File: config.mk
export PLATFORM = sky130hd
export DESIGN_NAME = fir_tap_sequencer_mac
export DESIGN_NICKNAME = d
export VERILOG_FILES = /design/src/rtl/fir_tap_sequencer_mac.sv
export SDC_FILE = /design/constraint.sdc
export NUM_CORES = 1
export LEC_CHECK = 0
export BUFFER_PORTS_ARGS = -buffer_cell sky130_fd_sc_hd__buf_2
export CORE_MARGIN = 2
export CORE_UTILIZATION = 35
export DETAILED_ROUTE_END_ITERATION = 6
export GPL_ROUTABILITY_DRIVEN = 0
export GPL_TIMING_DRIVEN = 0
export HOLD_SLACK_MARGIN = 0.08
export SLEW_MARGIN = 10
export SYNTH_ARGS = -nofsm -noshare
export SYNTH_HDL_FRONTEND = slang
export SYNTH_SLANG_ARGS = --single-unit
File: constraint.sdc
create_clock -name clk -period 5.9 [get_ports clk]
set_clock_uncertainty 0.1 [all_clocks]
set_input_delay 0.885 -clock clk [delete_from_list [all_inputs] [get_ports clk]]
set_output_delay 0.885 -clock clk [all_outputs]
set_load 0.005 [all_outputs]
File: src/rtl/fir_tap_sequencer_mac.sv
// Tap sequencer and multiply-accumulate engine for one 64-tap FIR band.
// Shifts the sample delay line, sweeps the tap index, and emits a rounded, saturated Q1.15 result.
module fir_tap_sequencer_mac #(
  parameter int NUM_TAPS = 64,
  parameter int COUNT_W  = 6,
  parameter int DATA_W   = 16,
  parameter int GUARD_W  = 6
) (
  input  logic               clk,
  input  logic               rst,
  input  logic               i_sample_valid,
  output logic               o_ready,
  output logic               o_shift,
  output logic [COUNT_W-1:0] o_current_count,
  input  logic [DATA_W-1:0]  i_tap_sample,
  input  logic [DATA_W-1:0]  i_coeff,
  output logic [DATA_W-1:0]  o_sample,
  output logic               o_valid,
  output logic               o_overrun
);

  localparam int PROD_W = 2 * DATA_W;
  localparam int ACC_W  = PROD_W + GUARD_W;
  localparam int HI_W   = ACC_W - DATA_W + 1;
  localparam logic [ACC_W-1:0] RND_HALF = {{(ACC_W-1){1'b0}}, 1'b1} << (DATA_W - 2);
  localparam logic [COUNT_W-1:0] LAST_TAP = COUNT_W'(NUM_TAPS - 1);

  typedef enum logic [1:0] {
    IDLE  = 2'd0,
    LOAD  = 2'd1,
    MAC   = 2'd2,
    DRAIN = 2'd3
  } state_t;

  state_t                     state;
  state_t                     state_next;
  logic                       accept;
  logic                       shift_next;
  logic                       last_tap;
  logic [COUNT_W-1:0]         count;
  logic [COUNT_W-1:0]         count_next;
  logic signed [PROD_W-1:0]   prod;
  logic                       prod_valid;
  logic signed [ACC_W-1:0]    acc;
  logic signed [ACC_W-1:0]    prod_ext;
  logic signed [ACC_W-1:0]    final_sum;
  logic signed [ACC_W-1:0]    rounded;
  logic [HI_W-1:0]            rounded_hi;
  logic                       sat_over;
  logic [DATA_W-1:0]          sat_value;

  assign accept          = i_sample_valid && (state == IDLE);
  assign last_tap        = (count == LAST_TAP);
  assign o_current_count = count;

  // State register
  always_ff @(posedge clk or posedge rst) begin
    if (rst) begin
      state <= IDLE;
    end else begin
      state <= state_next;
    end
  end

  // Next-state logic
  always_comb begin
    state_next = state;
    case (state)
      IDLE:    if (accept)   state_next = LOAD;
      LOAD:                  state_next = MAC;
      MAC:     if (last_tap) state_next = DRAIN;
      DRAIN:                 state_next = IDLE;
      default:               state_next = IDLE;
    endcase
  end

  // Output / control decode
  always_comb begin
    o_ready    = 1'b0;
    shift_next = 1'b0;
    count_next = '0;
    case (state)
      IDLE: begin
        o_ready    = 1'b1;
        shift_next = accept;
      end
      MAC:     count_next = count + 1'b1;
      default: count_next = '0;
    endcase
  end

  // Sequencer registers: shift strobe, tap index, overrun flag
  always_ff @(posedge clk or posedge rst) begin
    if (rst) begin
      o_shift   <= 1'b0;
      count     <= '0;
      o_overrun <= 1'b0;
    end else begin
      o_shift <= shift_next;
      count   <= count_next;
      if (i_sample_valid && (state != IDLE)) begin
        o_overrun <= 1'b1;
      end
    end
  end

  // Product pipeline: one product per MAC cycle, accumulated on the following edge
  always_ff @(posedge clk or posedge rst) begin
    if (rst) begin
      prod       <= '0;
      prod_valid <= 1'b0;
    end else begin
      if (state == MAC) begin
        prod       <= $signed(i_tap_sample) * $signed(i_coeff);
        prod_valid <= 1'b1;
      end else begin
        prod_valid <= 1'b0;
      end
    end
  end

  assign prod_ext  = {{GUARD_W{prod[PROD_W-1]}}, prod};
  assign final_sum = acc + prod_ext;

  always_ff @(posedge clk or posedge rst) begin
    if (rst) begin
      acc <= '0;
    end else if (accept) begin
      acc <= '0;
    end else if (prod_valid) begin
      acc <= final_sum;
    end
  end

  // Round half up at bit 14, then clamp when the upper bits are not a pure sign extension
  assign rounded    = $signed(final_sum + RND_HALF) >>> (DATA_W - 1);
  assign rounded_hi = rounded[ACC_W-1:DATA_W-1];
  assign sat_over   = !((&rounded_hi) || !(|rounded_hi));

  always_comb begin
    sat_value = rounded[DATA_W-1:0];
    if (sat_over) begin
      sat_value = rounded[ACC_W-1] ? {1'b1, {(DATA_W-1){1'b0}}}
                                   : {1'b0, {(DATA_W-1){1'b1}}};
    end
  end

  always_ff @(posedge clk or posedge rst) begin
    if (rst) begin
      o_sample <= '0;
      o_valid  <= 1'b0;
    end else begin
      o_valid <= (state == DRAIN);
      if (state == DRAIN) begin
        o_sample <= sat_value;
      end
    end
  end

endmodule

==> results.py <==
metrics = {
    "drt": {
        "ant_nets": 0,
        "drc": 0,
        "drt-total-wl_um": 45300,
        "drtIter0Drc": 883,
        "vias_per_cell": 5.23,
        "via_count": 13700,
        "firstDrtPassIters": 7,
        "wire_per_inst_um": 17.3,
    },
    "setup_path": {
        "crit_buf_inv": 7,
        "worst_r2r_path_depth": 16,
        "cp.arrival_ns": 6.65,
        "rr_endpoint": "o_sample[4]",
        "endpoint_kind": "flip-flop",
        "critPathTopFamily": "adder cells",
        "r2r_slack_ns": 0.89,
        "crit_fanout": 5,
        "r2r_start": "prod[0]",
        "crit_type": "input pin to flip-flop",
        "start_kind": "input pin",
        "required_ns": 6.06,
        "slowest_delay_ns": 0.54,
        "path_common_cell": "fa_1",
        "cp_slowest_cell": "fa_1",
    },
    "finish": {
        "mostFrequentLayoutCell": "inv_1",
        "final_layout_size_suffix_gt1_share_pct": 16.9,
        "final_core_util_pct": 41.9,
        "final_cell_mix": "inv_1, fa_1, nand2_1",
        "nFillCells": 4613,
        "nets": 2418,
        "area_growth_pct": 18.3,
        "diodes": 0,
    },
    "clock_network": {
        "tritoncts": "yes",
        "h-tree-depth": 3,
        "cts_root_buf": "clkbuf_16",
        "clock_latency_ns": 0.37,
        "cts.hold.buffers_added": 0,
        "clockBufferDepth": 2,
        "path_clk_slew_ns": 0.07,
        "cts_buffers": 9,
        "clkSinkCount": 98,
    },
    "global_route": {
        "grt.total_usage_pct": 18.9,
        "grt_start_max_net_pins": 61,
        "grt_pass1_vias": 14700,
        "antenna_found_initial": 0,
        "grt_remaining_overflow": 0,
        "grt_pass1_wl_um": 75300,
    },
    "run_status": {
        "status": "finished with violations",
        "violations": "negative setup slack",
    },
    "timing": {
        "relSlewSlack_pct": 41.8,
        "maxSlewViolCount": 0,
        "fin_crit_sh_pct": 110,
        "setup_ws_ns": -0.588,
        "setup_viol": 15,
        "hold_violations": 0,
        "rsz0062_at_grt": "yes",
        "setup_tns_ns": -3.95,
        "max_freq_mhz": 154,
        "tightest_slew_ns": 0.872,
        "min_period_ns": 6.49,
    },
    "floorplan": {
        "die_y_um": 224,
        "num_io_pins": 61,
        "start_util_pct": 35.4,
        "die_w_um": 224,
        "rows": 80,
        "die_area_um2": 50100,
        "fp.coreArea_um2": 47700,
    },
    "run": {
        "cap_viol_max_count": 0,
    },
    "synthesis": {
        "ys_ff_latch": 98,
        "syn_avg_cell_area_um2": 9.11,
        "synthCells": 1857,
        "synth_edf_count": 0,
        "seq_area_frac_synth_pct": 14.5,
        "synth_nets": 2279,
        "async_reset_ff_share_pct": 100,
        "ys_types": 82,
        "synth_ff_type": "dfrtp_1",
        "ys_warn_count": 0,
        "syn_area_um2": 16900,
    },
    "min_path": {
        "hold_path_end": "o_overrun",
        "hold_depth": 1,
        "hold_path_class": "flip-flop to flip-flop",
        "hold_start": "o_overrun",
    },
    "placement": {
        "io_buffers": 60,
        "hpwl_um": 36000,
    },
}
-- state kept, by name (all words and copies together) (netlist names) --
| name | count |
|---|---|
| o_current_count | 6 |
| o_overrun | 1 |
| o_sample | 16 |
| prod_valid | 1 |
| state | 2 |
| prod | 32 |
| o_valid | 1 |
| o_shift | 1 |
| acc | 38 |
-- kinds of logic (layout without fill, tap and decap cells) --
family	count (synthesis)	in the layout	share of synthesized area, %
xor+xnor	80	80	4.28
buf+inv	367	511	8.28
fa+ha+maj	387	387	40.3
mux	60	60	3.77
compound gates	291	291	12.2
flops	98	98	14.5
simple gates	574	574	16.7
-- synthesized netlist by cell type, drive strengths merged, types with 21 or more instances --
library cell / n / area share, %
nand2: 177 / 3.9
a211oi: 23 / 1.1
nand3: 26 / 0.77
o21ai: 39 / 1.2
a21oi: 79 / 2.3
ha: 124 / 9.2
and2: 142 / 5.3
nor3: 22 / 0.68
clkbuf: 55 / 1.2
nor2: 128 / 2.9
xnor2: 59 / 3.1
mux2i: 31 / 1.8
dfrtp: 98 / 15
xor2: 21 / 1.1
inv: 295 / 6.5
mux2: 29 / 1.9
fa: 263 / 31
a21o: 31 / 1.4
-- metal layers --
metal  vias up  wire [µm]  track usage (%)
met5         -          0                0
met4         0       1320             5.98
met3        98       2390             2.99
met2       354      22300             32.5
met1      6925      19300             24.5
li1       6317          -                -
-- worst max-delay path by stage --
| stage | startpoint | end | cells after the start |
|---|---|---|---|
| after CTS | i_coeff[4] | prod[30] | 26 |
| after floorplan | i_coeff[4] | prod[30] | 25 |
| after global routing | i_coeff[3] | prod[30] | 25 |
| final | i_coeff[4] | prod[30] | 26 |
| after global placement | i_tap_sample[3] | prod[30] | 25 |
| after detailed placement | i_tap_sample[3] | prod[30] | 25 |
-- worst register-to-register path, stage by stage, from the launching register on --
cell and delay (ns):
dfrtp_1 0.35, ha_1 0.22, inv_1 0.07, fa_1 0.41, nand2b_1 0.20, a21o_1 0.22, a211oi_2 0.27, o21ai_1 0.23
a21o_1 0.24, a211oi_2 0.52, nand4b_1 0.43, a2111oi_0 0.48, nand4_1 0.20, xnor2_2 0.37, clkbuf_1 0.37, a32oi_1 0.14
o31ai_1 0.10
-- per-stage QoR --
step	instance area, µm²	setup slack (ns)	hold slack (ns)	cells
global placement	18300	-1.49	0.337	2532
floorplan	17200	-0.538	0.351	1857
CTS	19600	-0.622	0.364	2592
global route	20000	-0.787	0.384	2616
finish	20000	-0.588	0.359	2616
detailed placement	18300	-1.54	0.344	2533
-- layout make-up --
cell class | instances | area [µm²] | area share, %
plain buffers | 72 | 744 | 3.72
well taps | 615 | 769 | 3.84
multi-input cells | 1392 | 13500 | 67.4
repair buffers | 128 | 1160 | 5.81
inverters | 295 | 1110 | 5.55
clock inverters | 7 | 58.8 | 0.294
flip-flops and latches | 98 | 2450 | 12.3
clock buffers | 9 | 225 | 1.13
-- timing repair --
| item | CTS | global route |
|---|---|---|
| resized for setup | 141 | 80 |
| buffers inserted | 43 | 28 |
| setup endpoints to repair | 18 | 18 |
| pin swaps | 57 | 49 |
Power is not shown: default switching activity piles up to over one toggle a cycle in this logic, so the estimate is an artifact.
